## config.mk

```make
export PLATFORM = sky130hd
export DESIGN_NAME = spi_counter_rx
export DESIGN_NICKNAME = d
export VERILOG_FILES = /design/src/rtl/spi_counter_rx.sv
export SDC_FILE = /design/constraint.sdc
export NUM_CORES = 1
export LEC_CHECK = 0
export CAP_MARGIN = 5
export CORE_MARGIN = 2
export CORE_UTILIZATION = 64
export CTS_CLUSTER_SIZE = 28
export DETAILED_ROUTE_END_ITERATION = 12
export DONT_BUFFER_PORTS = 1
export HOLD_SLACK_MARGIN = 0.06
export PLACE_DENSITY = 0.8
export SLEW_MARGIN = 20
export SYNTH_ARGS = -nofsm -noshare
export SYNTH_HDL_FRONTEND = slang
export SYNTH_SLANG_ARGS = --single-unit
```

## constraint.sdc

```tcl
create_clock -name clk -period 5.3 [get_ports clk]
set_clock_uncertainty 0.05 [all_clocks]
set_input_delay 1.06 -clock clk [delete_from_list [all_inputs] [get_ports clk]]
set_output_delay 1.06 -clock clk [all_outputs]
set_load 0.01 [all_outputs]
```

## src/rtl/spi_counter_rx.sv

```systemverilog
// SPI mode-0 slave: receives 16-bit MSB-first frames and holds the last in-range value as the
// FND counter, shifting the held value back out on miso during the next frame.
module spi_counter_rx #(
    parameter int FRAME_W     = 16,
    parameter int CNT_W       = 14,
    parameter int MAX_VALUE   = 9999,
    parameter int SYNC_STAGES = 2
) (
    input  logic             clk,
    input  logic             reset,
    input  logic             sclk,
    input  logic             mosi,
    input  logic             ss_n,
    output logic             miso,
    output logic [CNT_W-1:0] counter,
    output logic             rx_done,
    output logic             frame_err
);

    localparam int BC_W = $clog2(FRAME_W + 1);

    typedef enum logic [1:0] {IDLE, SHIFT, CHECK, WAIT_SS} state_e;

    logic [SYNC_STAGES-1:0] sclk_sync_q, mosi_sync_q, ss_n_sync_q, flush_q;
    logic                   sclk_prev_q, ss_n_prev_q, armed_q;

    state_e                 state_q;
    logic [BC_W-1:0]        bit_cnt_q;
    logic [FRAME_W-1:0]     rx_q, tx_q;
    logic [CNT_W-1:0]       counter_q;
    logic                   miso_q, rx_done_q, frame_err_q;

    logic sclk_s, mosi_s, ss_n_s;
    logic sclk_rise, sclk_fall, ss_rise, ss_fall;
    logic [FRAME_W-1:0] tx_load;

    assign sclk_s    = sclk_sync_q[SYNC_STAGES-1];
    assign mosi_s    = mosi_sync_q[SYNC_STAGES-1];
    assign ss_n_s    = ss_n_sync_q[SYNC_STAGES-1];
    assign sclk_rise = sclk_s & ~sclk_prev_q;
    assign sclk_fall = ~sclk_s & sclk_prev_q;
    assign ss_rise   = ss_n_s & ~ss_n_prev_q;
    // A frame may only start once ss_n has been seen high through a flushed synchronizer,
    // so ss_n held low across reset release never looks like a fresh select edge.
    assign ss_fall   = armed_q & ss_n_prev_q & ~ss_n_s;
    assign tx_load   = {{(FRAME_W-CNT_W){1'b0}}, counter_q};

    always_ff @(posedge clk) begin
        if (reset) begin
            sclk_sync_q <= '0;
            mosi_sync_q <= '0;
            ss_n_sync_q <= '1;
            flush_q     <= '0;
            sclk_prev_q <= 1'b0;
            ss_n_prev_q <= 1'b1;
            armed_q     <= 1'b0;
        end else begin
            // NOTE: non-blocking assignments let every stage sample the previous stage's old value.
            sclk_sync_q <= {sclk_sync_q[SYNC_STAGES-2:0], sclk};
            mosi_sync_q <= {mosi_sync_q[SYNC_STAGES-2:0], mosi};
            ss_n_sync_q <= {ss_n_sync_q[SYNC_STAGES-2:0], ss_n};
            flush_q     <= {flush_q[SYNC_STAGES-2:0], 1'b1};
            sclk_prev_q <= sclk_s;
            ss_n_prev_q <= ss_n_s;
            armed_q     <= armed_q | (flush_q[SYNC_STAGES-1] & ss_n_s);
        end
    end

    always_ff @(posedge clk) begin
        if (reset) begin
            state_q     <= IDLE;
            bit_cnt_q   <= '0;
            rx_q        <= '0;
            tx_q        <= '0;
            counter_q   <= '0;
            miso_q      <= 1'b0;
            rx_done_q   <= 1'b0;
            frame_err_q <= 1'b0;
        end else begin
            // NOTE: pulses default low every cycle; only the branches below raise them for one clk.
            rx_done_q   <= 1'b0;
            frame_err_q <= 1'b0;
            case (state_q)
                IDLE: begin
                    miso_q <= 1'b0;
                    if (ss_fall) begin
                        bit_cnt_q <= '0;
                        tx_q      <= tx_load;
                        miso_q    <= tx_load[FRAME_W-1];
                        state_q   <= SHIFT;
                    end
                end
                SHIFT: begin
                    // The last rise wins over a simultaneous deselect: the frame is complete.
                    if (sclk_rise && bit_cnt_q == BC_W'(FRAME_W - 1)) begin
                        rx_q      <= {rx_q[FRAME_W-2:0], mosi_s};
                        bit_cnt_q <= BC_W'(FRAME_W);
                        state_q   <= CHECK;
                    end else if (ss_rise) begin
                        frame_err_q <= 1'b1;
                        state_q     <= IDLE;
                    end else begin
                        if (sclk_rise) begin
                            rx_q      <= {rx_q[FRAME_W-2:0], mosi_s};
                            bit_cnt_q <= bit_cnt_q + 1'b1;
                        end
                        if (sclk_fall && bit_cnt_q != '0) begin
                            tx_q   <= {tx_q[FRAME_W-2:0], 1'b0};
                            miso_q <= tx_q[FRAME_W-2];
                        end
                    end
                end
                CHECK: begin
                    if (rx_q[FRAME_W-1:CNT_W] == '0 &&
                        rx_q[CNT_W-1:0] <= CNT_W'(MAX_VALUE)) begin
                        counter_q <= rx_q[CNT_W-1:0];
                        rx_done_q <= 1'b1;
                    end else begin
                        frame_err_q <= 1'b1;
                    end
                    state_q <= ss_n_s ? IDLE : WAIT_SS;
                end
                WAIT_SS: begin
                    if (ss_rise) state_q <= IDLE;
                end
                default: state_q <= IDLE;
            endcase
        end
    end

    assign miso      = miso_q;
    assign counter   = counter_q;
    assign rx_done   = rx_done_q;
    assign frame_err = frame_err_q;

endmodule
```

# Word-level counts from Yosys, hierarchy flattened
# Cells that the tools add are included.
# classes
addsub	1
magnitude_cmp	1
n_eq_ne	11
n_mux	28
n_bitwise	12
n_reduce_logical	14
# ops
op	count
2-to-1 mux 15 bit	4
2-to-1 mux 16 bit	3
one-hot mux 15 bit (2 select lines)	1
2-to-1 mux 5 bit	4
less-or-equal comparator 14 bit, second input constant	1
one-hot mux 5 bit (2 select lines)	1
2-to-1 mux 1 bit	8
2-to-1 mux 2 bit	4
!= test 2 bit, second input constant	4
one-hot mux 2 bit (4 select lines)	1
AND reduction 4 bit	2
AND 1 bit	6
!= test 3 bit, second input constant	2
adder 5 x 1 -> 5 bit, second input constant	1
== test 5 x 4 -> 1 bit, second input constant	1
NOT 1 bit	5
AND reduction 5 bit	1
nonzero test 5 bit	1
== test 2 bit, second input constant	2
zero test 2 bit	2
one-hot mux 1 bit (2 select lines)	2
nonzero test 2 bit	2
logical AND 1 bit	3
AND reduction 3 bit	1
5 further kinds	5
# totals
regBits	66
inputBits	5
output_inout_bits	17
wordCells	83

# Depth between registers and ports, before layout
# Gate-level depths: netlist of the first run.
# depth
depth_word	7
mapped_depth	8
mapped_depth_nobuf	7

# Least setup slack after synthesis of the first run
# OpenSTA, ideal clock, no wires.
# synth_path
kind	reg2reg
from	register bit_cnt_q[0]
to	register bit_cnt_q[2]
setup_time_ns	0.125
arrival_time_ns	1.788
required_time_ns	5.125
path_slack_ns	3.337
path_stages_with_launch	9
n_path_buf	1
synth_period_minus_slack_ns	1.963
path_cell_list	dfxtp_1 > ha_1 > and3_1 > ha_1 > nor3b_1 > nor2_2 > buf_2 > nand4_1 > nand3_1
# synth_between
elab_chain_cells	5
word_cells_on_any_way	10
# synth_lines
element	line	rtl
from (decl)	28	logic [BC_W-1:0] bit_cnt_q;
from (signal assigned)	97	bit_cnt_q <= BC_W'(FRAME_W);
from (signal assigned)	105	bit_cnt_q <= bit_cnt_q + 1'b1;
adder 5 x 1 -> 5 bit	105	
2-to-1 mux 5 bit	103	if (sclk_rise) begin
2-to-1 mux 5 bit	99	end else if (ss_rise) begin
2-to-1 mux 5 bit	95	if (sclk_rise && bit_cnt_q == BC_W'(FRAME_W - 1)) begin
one-hot mux 5 bit (2 select lines)	83	case (state_q)
# Parallel ways exist; a longest one is shown, timed or not. The select of a mux whose other input is x is not followed.
# A chain may end at the register's enable or synchronous reset.

# Worst setup path after layout of the first run
# layout_path
from	register state_q[1]
to	register rx_q[1]
# layout_between
elab_chain_cells	2
# layout_lines
element	line	rtl
from (decl)	27	state_e state_q;
from (signal assigned)	121	state_q <= ss_n_s ? IDLE : WAIT_SS;
== test 2 x 1 -> 1 bit	83	
AND reduction 3 bit (no line)	--	
to (signal assigned)	96	rx_q <= {rx_q[FRAME_W-2:0], mosi_s};
to (signal assigned)	104	rx_q <= {rx_q[FRAME_W-2:0], mosi_s};
to (decl)	29	logic [FRAME_W-1:0] rx_q, tx_q;
# No other way between the ends.

==> impl_metrics.tcl, run 1 <==
set metrics [dict create \
    worst_slew_pin_slew_ns 0.926 \
    arrival_ns 2.83 \
    grt_usage_pct 24.7 \
    yosys.area.top_type "dfxtp_1" \
    firstDrtPassIters 5 \
    antennaDiodeCount 0 \
    p_sw_mw 0.280 \
    start_kind "flip-flop" \
    clk_pin_slew_ns 0.06 \
    layout_setup_ws_ns 2.66 \
    drive_above_1_share_pct 9.97 \
    htreeDepth 3 \
    vdd_drop_max_v 0.000174 \
    crit_end "rx_q[1]" \
    p_clk_share_pct 38.3 \
    power.density_nw_per_um2 355 \
    async_flop_share_pct 0 \
    ys_seq_elements 66 \
    grt_pass1_vias 2024 \
    synth_top_cell_area_share_pct 45.7 \
    yosys_warnings 0 \
    rsz0062_at_grt "false" \
    p_sw_share_pct 25.8 \
    cts_inserted_buffers 9 \
    path_max_fanout 27 \
    yosysUniqueCellTypes 42 \
    hpwlAfterDp_um 3780 \
    globalplace.congestion 0.861 \
    clock_latency_ns 0.34 \
    placement.io_buffers 0 \
    syn_inst 306 \
    cts_resized 0 \
    cts_setup_buffers 0 \
    syn-num-nets 318 \
    wirelength_um 5810 \
    wl_per_cell_um 16.5 \
    rows 24 \
    comb_power_share_pct 14.0 \
    nets 308 \
    cts_root_buf "clkbuf_8" \
    seq_area_frac_synth_pct 45.7 \
    critical_path.endpoint_type "flip-flop" \
    synth_area_leaders "dfxtp_1 (46%), mux2i_1 (11%), a21oi_1 (6.1%)" \
    antenna_found_initial 0 \
    fin_crit_sh_pct 49.9 \
    via_count 2135 \
    grt_pass1_wl_um 9610 \
    ant_nets 0 \
    fin_setup_tns_ns 0 \
    power.total_mw 1.09 \
    route.detailed.drc 0 \
    io_pins 22 \
    maxSlewViolCount 0 \
    cp.required_ns 5.48 \
    synth_edf_count 0 \
    p_leak_nw 0.993 \
    max_freq_ghz 0.378 \
    hold_buffers 0 \
    fin_util_pct 70.2 \
    grt_max_degree 49 \
    viasPerCell 6.05 \
    cts_num_sinks 66 \
    r2r_setup_slack_ns 2.66 \
    syn_avg_cell_area_sq_um 9.44 \
    grt-ovfl-total 0 \
    startpoint "state_q[1]" \
    finalHoldViolCount 0 \
    die_y_um 71.2 \
    worstReg2RegEnd "rx_q[1]" \
    critPathKind "reg2reg" \
    cts_tree "yes" \
    die-area_sq_um 5070 \
    status "finished, final reports clean" \
    drtIter0Drc 189 \
    timing.max_cap.violations 0 \
    fillCellCount 335 \
    reg2reg_depth 7 \
    finalCriticalPeriod_ns 2.64 \
    core_area_sq_um 4350 \
    setup_viol 0 \
    preCtsSetupSlack_ns 2.68 \
    p_int_mw 0.807 \
    seq_power_share_pct 47.7 \
    r2r_start "state_q[1]" \
    synthFlopType "dfxtp_1" \
    area_growth_pct 5.85 \
    die_w_um 71.2 \
    slew_headroom_pct 38.2 \
    synth_area_sq_um 2890 \
    hold_path_class "reg2reg" \
    cts_buffer_depth 2 \
    start_util_pct 66.4 \
]
==> layout by cell type (no fill, tap or decap), types with 3 or more instances in the layout <==
cell / count
dfxtp_1: 66
nand2_1: 39
a21oi_1: 35
mux2i_1: 31
o21ai_0: 19
clkbuf_8: 11
inv_1: 9
nor2b_1: 9
nor2_1: 8
a311oi_1: 8
nand3_1: 7
ha_1: 7
a311oi_2: 6
or2_2: 4
nand3b_1: 4
a32o_1: 4
and3_1: 3
clkbuf_1: 3
==> cells by family after synthesis <==
kind of cell,share of synthesized area (%)
AOI/OAI and AO/OA,19.7
xor gates and xnor gates,0.303
adders and majority gates,3.03
buffers and inverters,5.11
DFF,45.7
muxes,11.1
and+or+nand+nor,15.0
==> power groups by stage <==
stage                     Sequential (mW)  Clock [mW]  Combinational, mW
after floorplan                     0.526           0              0.136
after global placement              0.528           0              0.147
after detailed placement            0.529           0              0.150
after CTS                           0.518       0.426              0.151
after global routing                0.519       0.447              0.166
final                               0.518       0.417              0.152
==> how the worst min path moves through the flow <==
stage / end / start / slack, ns / cells past startpoint
6_report: ss_n_sync_q[1] / ss_n_sync_q[0] / 0.36 / 1
2_1_floorplan: ss_n_sync_q[1] / ss_n_sync_q[0] / 0.34 / 1
3_5_place_dp: ss_n_sync_q[1] / ss_n_sync_q[0] / 0.34 / 1
4_1_cts: ss_n_sync_q[1] / ss_n_sync_q[0] / 0.36 / 1
5_1_grt: ss_n_sync_q[1] / ss_n_sync_q[0] / 0.37 / 1
3_3_place_gp: ss_n_sync_q[1] / ss_n_sync_q[0] / 0.36 / 1
==> area by class of cell <==
type / instances / area [sq um] / area share (%)
Multi-Input combinational cell: 208 / 1430 / 46.6
Sequential cell: 66 / 1320 / 43.2
Clock buffer: 14 / 163 / 5.32
Tap cell: 52 / 65.1 / 2.13
Clock inverter: 2 / 35.0 / 1.15
Inverter: 9 / 33.8 / 1.10
Timing Repair Buffer: 2 / 15.0 / 0.491
==> Yosys cell counts (3+ instances only) <==
library cell,instances
mux2i_1,31
o21ai_0,19
inv_1,9
nor2b_1,9
a32o_1,4
clkbuf_1,10
ha_1,7
nor2_1,8
nand3_1,7
buf_2,7
a311oi_1,8
a21oi_1,35
a311oi_2,6
and3_1,3
nand3b_1,4
nand2_1,39
dfxtp_1,66
or2_2,4
buf_1,3
==> worst max-delay path, cell delays in order (launching register included) <==
cell,delay (ns)
dfxtp_1,0.35
inv_1,0.09
ha_1,0.14
buf_4,0.34
nand3b_1,0.45
nor2_2,0.80
mux2i_1,0.26
nor2_1,0.06
==> routing by layer <==
metal	vias up	share of wire (%)	GRT usage, %
met5	-	0	0
met4	0	2.5	11.7
met3	13	6.4	10.3
met2	70	45	36.3
met1	976	46	31.5
li1	1076	-	-
==> state kept, by name, summed over array words and instances (netlist names) <==
signal,count
rx_done,1
frame_err,1
flush_q,2
armed_q,1
ss_n_prev_q,1
mosi_sync_q,2
tx_q,15
bit_cnt_q,5
state_q,2
ss_n_sync_q,2
miso,1
sclk_sync_q,2
rx_q,16
counter,14
sclk_prev_q,1
==> metrics by stage <==
stage,instances,area [sq um],hold slack (ns)
2_1_floorplan,306,2890,0.339
3_3_place_gp,337,2860,0.358
3_5_place_dp,337,2860,0.344
4_1_cts,353,3060,0.363
5_1_grt,353,3060,0.374
6_report,353,3060,0.360
Power figures use the tool's default switching activity.
==> run 2: changes to the inputs <==
--- a/config.mk
+++ b/config.mk
@@ -7,12 +7,12 @@
 export LEC_CHECK = 0
 export CAP_MARGIN = 5
 export CORE_MARGIN = 2
-export CORE_UTILIZATION = 64
+export CORE_UTILIZATION = 56
 export CTS_CLUSTER_SIZE = 28
 export DETAILED_ROUTE_END_ITERATION = 12
 export DONT_BUFFER_PORTS = 1
 export HOLD_SLACK_MARGIN = 0.06
-export PLACE_DENSITY = 0.8
+export PLACE_DENSITY = 0.74
 export SLEW_MARGIN = 20
 export SYNTH_ARGS = -nofsm -noshare
 export SYNTH_HDL_FRONTEND = slang
==> constraint.sdc (replaced) <==
create_clock -name clk -period 2.2 [get_ports clk]
set_clock_uncertainty 0.05 [all_clocks]
set_input_delay 0.44 -clock clk [delete_from_list [all_inputs] [get_ports clk]]
set_output_delay 0.44 -clock clk [all_outputs]
set_load 0.01 [all_outputs]
==> run 2 against run 1 <==
Effect of this change:
- first-iteration DRC count fell by 9.5%
- sequential cell count did not move
- design area rose by 4.2%
- core utilization fell by 7.0 points
- clock power rose by 150%
- wire length rose by 1.6%
- critical path type unchanged
- critical endpoint is now bit_cnt_q[0]
==> impl_metrics.tcl, run 2 (synthesis gave the netlist of run 1 again) <==
set metrics [dict create \
    min_path_cells 1 \
    whs_ns 0.115 \
    p_leak_nw 1.06 \
    grt_pass1_wl_um 9680 \
    core_area_sq_um 5040 \
    power.density_nw_per_um2 845 \
    fin_area_sq_um 3190 \
    placed_cells 366 \
    firstDrtPassIters 4 \
    timing.max_cap.violations 0 \
    grt_usage_pct 22.6 \
    reg2reg_depth 7 \
    slew_headroom_pct 60.4 \
    die_w_um 75.8 \
    nets 319 \
    final_common_cell "dfxtp_1" \
    r2r_start "bit_cnt_q[0]" \
    grt_pass1_vias 2085 \
    path_max_fanout 4 \
    max_freq_ghz 0.491 \
    worst_slew_pin_slew_ns 0.586 \
    fin_crit_sh_pct 92.6 \
    antenna_found_initial 0 \
    power.total_mw 2.69 \
    cts_tree "yes" \
    rows 26 \
    viasPerCell 5.78 \
    start_util_pct 57.3 \
    critPathKind "reg2reg" \
    worstReg2RegEnd "bit_cnt_q[0]" \
    preCtsSetupSlack_ns 0.0529 \
    hold_buffers 0 \
    status "finished, final reports clean" \
    grt_max_degree 49 \
    layout_setup_ws_ns 0.162 \
    fillCellCount 454 \
    hpwlAfterDp_um 4040 \
    fin_util_pct 63.2 \
    start_kind "flip-flop" \
    route.detailed.drc 0 \
    startpoint "bit_cnt_q[0]" \
    drtIter0Drc 171 \
    grt-ovfl-total 0 \
    antennaDiodeCount 0 \
    final_cell_mix "dfxtp_1 (66), nand2_1 (39), a21oi_1 (35), mux2i_1 (31), o21ai_0 (19)" \
    critical_path.endpoint_type "flip-flop" \
    placement.io_buffers 0 \
    arrival_ns 2.27 \
    ant_nets 0 \
    finalCriticalPeriod_ns 2.04 \
    htreeDepth 3 \
    drive_above_1_share_pct 13.5 \
    regMostFlops "rx_q" \
    cts_root_buf "clkbuf_8" \
    cp.required_ns 2.43 \
    cts_inserted_buffers 9 \
    largest_reg_flops 16 \
    clk_pin_slew_ns 0.07 \
    die-area_sq_um 5750 \
    vdd_drop_max_v 0.000435 \
    setup_viol 0 \
    via_count 2204 \
    cts_buffer_depth 2 \
    crit_end "bit_cnt_q[0]" \
    wl_per_cell_um 15.5 \
    dpl_cell_area_sq_um 2970 \
    die_y_um 75.8 \
    finalHoldViolCount 0 \
    rsz0062_at_grt "false" \
    area_growth_pct 10.3 \
    clock_latency_ns 0.33 \
    io_pins 22 \
    r2r_setup_slack_ns 0.16 \
    cts_num_sinks 66 \
    wirelength_um 5910 \
    maxSlewViolCount 0 \
    hold_path_class "in2reg" \
    globalplace.congestion 0.850 \
    instances_no_fill 381 \
    fin_setup_tns_ns 0 \
]
## run 2: cell count changes in the layout (fill, tap and decap cells not counted), sizes merged
cell and delta:
buf +11, clkbuf -1
## run 2: report_power, final
group          switching [mW]  internal, mW  leakage (nW)  total (mW)
combinational           0.244         0.170         0.420       0.414
clock                   0.423         0.609         0.106        1.03
sequential             0.0207          1.23         0.535        1.25
total                   0.688          2.01          1.06        2.69
## run 2: what timing repair did
| item | 4_1_cts | 5_1_grt |
|---|---|---|
| setup endpoints to repair | 0 | 21 |
| resized for setup | 0 | 2 |
| setup buffers | 0 | 0 |
## run 2: layout make-up
class	count	area [sq um]	area share (%)
Multi-Input combinational cell	208	1430	44.9
Sequential cell	66	1320	41.5
Clock buffer	13	169	5.30
Timing Repair Buffer	13	110	3.46
Tap cell	70	87.6	2.75
Clock inverter	2	35.0	1.10
Inverter	9	33.8	1.06
## run 2: worst max-delay path: stages, from the launching register on
cell and delay [ns]:
dfxtp_1 0.34, ha_1 0.24, and3_1 0.20, ha_1 0.20
nor3b_2 0.31, o21ai_0 0.13, a21oi_1 0.35, a21o_1 0.18
## run 2: routing by layer
| metal | GRT usage (%) | routed length, um |
|---|---|---|
| met4 | 7.21 | 92 |
| met1 | 29.3 | 2790 |
| met2 | 35.2 | 2730 |
| met3 | 8.33 | 290 |
| met5 | 0 | 0 |
## run 2: how the worst min path moves through the flow
stage                   start              to  slack [ns]
2_1_floorplan  ss_n_sync_q[0]  ss_n_sync_q[1]        0.34
3_3_place_gp   ss_n_sync_q[0]  ss_n_sync_q[1]        0.35
3_5_place_dp   ss_n_sync_q[0]  ss_n_sync_q[1]        0.36
4_1_cts                 reset         tx_q[0]        0.10
5_1_grt                 reset         tx_q[0]         0.1
6_report                reset         tx_q[0]        0.12
==> run 3: changes to the inputs <==
--- a/config.mk
+++ b/config.mk
@@ -5,14 +5,15 @@
 export SDC_FILE = /design/constraint.sdc
 export NUM_CORES = 1
 export LEC_CHECK = 0
+export ABC_AREA = 1
 export CAP_MARGIN = 5
 export CORE_MARGIN = 2
-export CORE_UTILIZATION = 56
+export CORE_UTILIZATION = 57
 export CTS_CLUSTER_SIZE = 28
 export DETAILED_ROUTE_END_ITERATION = 12
 export DONT_BUFFER_PORTS = 1
 export HOLD_SLACK_MARGIN = 0.06
-export PLACE_DENSITY = 0.74
+export PLACE_DENSITY = 0.75
 export SLEW_MARGIN = 20
 export SYNTH_ARGS = -nofsm -noshare
 export SYNTH_HDL_FRONTEND = slang
==> run 3 against run 2 <==
Effect of this change:
- combinational power grew 110%
- non-clock buffer count shrank 5
- die area grew 7.1%
- worst hold slack lost 0.011 ns
- sequential power grew 11%
- via count grew 16%
- design area grew 5.5%
- clock power shrank 5%
- worst setup slack gained 0.075 ns
- total power grew 20%
- critical path depth grew 3
- largest cell class unchanged
- largest power group unchanged
==> impl_metrics.tcl, run 3 <==
set metrics [dict create \
    status "finished, final reports clean" \
    largest_reg_flops 16 \
    path_max_fanout 17 \
    final_common_cell "inv_1" \
    area_growth_pct 6.41 \
    syn-num-nets 467 \
    rows 27 \
    layout_setup_ws_ns 0.237 \
    fin_area_sq_um 3360 \
    synth_area_leaders "dfxtp_1 (42%), inv_1 (11%), nand2_1 (9.5%)" \
    seq_area_frac_synth_pct 41.8 \
    syn_avg_cell_area_sq_um 6.95 \
    drtIter0Drc 227 \
    grt_usage_pct 21.5 \
    start_kind "flip-flop" \
    drive_above_1_share_pct 10.3 \
    grt-ovfl-total 0 \
    wl_per_cell_um 11.3 \
    antennaDiodeCount 0 \
    cts_buffer_depth 2 \
    grt_pass1_wl_um 10500 \
    die-area_sq_um 6160 \
    grt_max_degree 33 \
    cts_num_sinks 66 \
    final_cell_mix "inv_1 (93), nand2_1 (80), dfxtp_1 (66), nor2_1 (62), a21oi_1 (40)" \
    min-delay-start "reset" \
    nets 463 \
    cts_resized 0 \
    syn_inst 455 \
    wirelength_um 5970 \
    fin_util_pct 61.8 \
    cp.required_ns 2.39 \
    multiInputGateArea_sq_um 1340 \
    slew_headroom_pct 78.5 \
    dpl_cell_area_sq_um 3180 \
    timing.max_cap.violations 0 \
    globalplace.congestion 0.868 \
    synth_top_cell_area_share_pct 41.8 \
    instances_no_fill 527 \
    cts_tree "yes" \
    vdd_drop_max_v 0.000472 \
    route.detailed.drc 0 \
    io_pins 22 \
    yosys_warnings 0 \
    fin_setup_tns_ns 0 \
    synth_edf_count 0 \
    clk_pin_slew_ns 0.07 \
    startpoint "state_q[1]" \
    power.density_nw_per_um2 964 \
    start_util_pct 58.1 \
    setup_viol 0 \
    hpwlAfterDp_um 4200 \
    yosys.area.top_type "dfxtp_1" \
    grt_pass1_vias 2408 \
    finalCriticalPeriod_ns 1.96 \
    cts_setup_buffers 0 \
    core_area_sq_um 5440 \
    max_freq_ghz 0.509 \
    hold_buffers 0 \
    synth_area_sq_um 3160 \
    ys_seq_elements 66 \
    die_y_um 78.5 \
    antenna_found_initial 0 \
    regArea_sq_um 1320 \
    fillCellCount 490 \
    whs_ns 0.105 \
    cts_root_buf "clkbuf_8" \
    placement.io_buffers 0 \
    ant_nets 0 \
    viasPerCell 4.85 \
    r2r_start "state_q[1]" \
    via_count 2558 \
    regMostFlops "rx_q" \
    clock_latency_ns 0.34 \
    p_leak_nw 1.49 \
    netlist_top_cells_count "inv_1 (93), nand2_1 (80), dfxtp_1 (66)" \
    synthFlopType "dfxtp_1" \
    fin_crit_sh_pct 89.2 \
    placed_cells 512 \
    maxSlewViolCount 0 \
    htreeDepth 3 \
    critPathKind "reg2reg" \
    power.total_mw 3.24 \
    worst_slew_pin_slew_ns 0.323 \
    preCtsSetupSlack_ns 0.290 \
    die_w_um 78.5 \
    hold_path_class "in2reg" \
    arrival_ns 2.15 \
    critical_path.endpoint_type "flip-flop" \
    yosysUniqueCellTypes 28 \
    rsz0062_at_grt "false" \
    yosysMostFrequentCell "inv_1" \
    cts_inserted_buffers 9 \
    firstDrtPassIters 4 \
    finalHoldViolCount 0 \
    async_flop_share_pct 0 \
]
-- run 3: cell count changes after synthesis, moves of 9 or more --
cell     delta
inv_1      +84
nor2_1     +54
nand2_1    +41
mux2i_1    -31
nand4_1    +26
nand2_2    +12
nor2b_1     -9
-- run 3: per-layer routing --
metal | up-vias | track usage, % | share of wire [%] | wire length, um
met5 | - | 0 | 0 | 0
met2 | 34 | 36.4 | 47 | 2820
met1 | 1123 | 26.5 | 48 | 2870
li1 | 1390 | - | - | -
met4 | 0 | 10.0 | 2.1 | 125
met3 | 11 | 3.79 | 2.5 | 147
-- run 3: layout make-up --
type | count | share of cell area [%]
sequential | 66 | 39.3
clock buffer | 12 | 4.32
clock inverter | 3 | 1.19
inverter | 97 | 11.0
tap | 72 | 2.68
timing repair buffer | 8 | 1.79
multi-input combinational | 269 | 39.8
-- run 3: worst paths after layout --
kind | end | slack [ns] | cells past startpoint
setup / recovery | tx_q[1] | 0.24 | 10
hold / removal | state_q[0] | 0.10 | 1
setup reg to reg | tx_q[1] | 0.24 | 10
hold reg to reg | sclk_sync_q[1] | 0.36 | 2
-- run 3: worst max-delay path: stages, from the launching register on --
cell	delay [ns]
dfxtp_1	0.40
inv_1	0.08
ha_1	0.29
nor2_1	0.19
clkinv_1	0.16
o21ai_4	0.10
inv_4	0.11
nand3_4	0.25
nand2_1	0.10
inv_1	0.07
nor2_1	0.05
-- run 3: logic make-up (layout without fill, tap and decap cells) --
logic type / count (synthesis) / count (layout) / share of synthesized area [%]
AOI/OAI and AO/OA: 64 / 64 / 11.1
xor gates and xnor gates: 1 / 1 / 0.277
adders and majority gates: 7 / 7 / 2.77
buffers and inverters: 120 / 120 / 15.9
DFF: 66 / 66 / 41.8
and+or+nand+nor: 197 / 197 / 28.1
-- run 3: report_power, final --
group | internal, mW | total [mW] | leakage (nW) | switching [mW]
sequential | 1.32 | 1.39 | 0.536 | 0.0722
combinational | 0.295 | 0.872 | 0.860 | 0.577
clock | 0.545 | 0.977 | 0.0962 | 0.432
total | 2.16 | 3.24 | 1.49 | 1.08
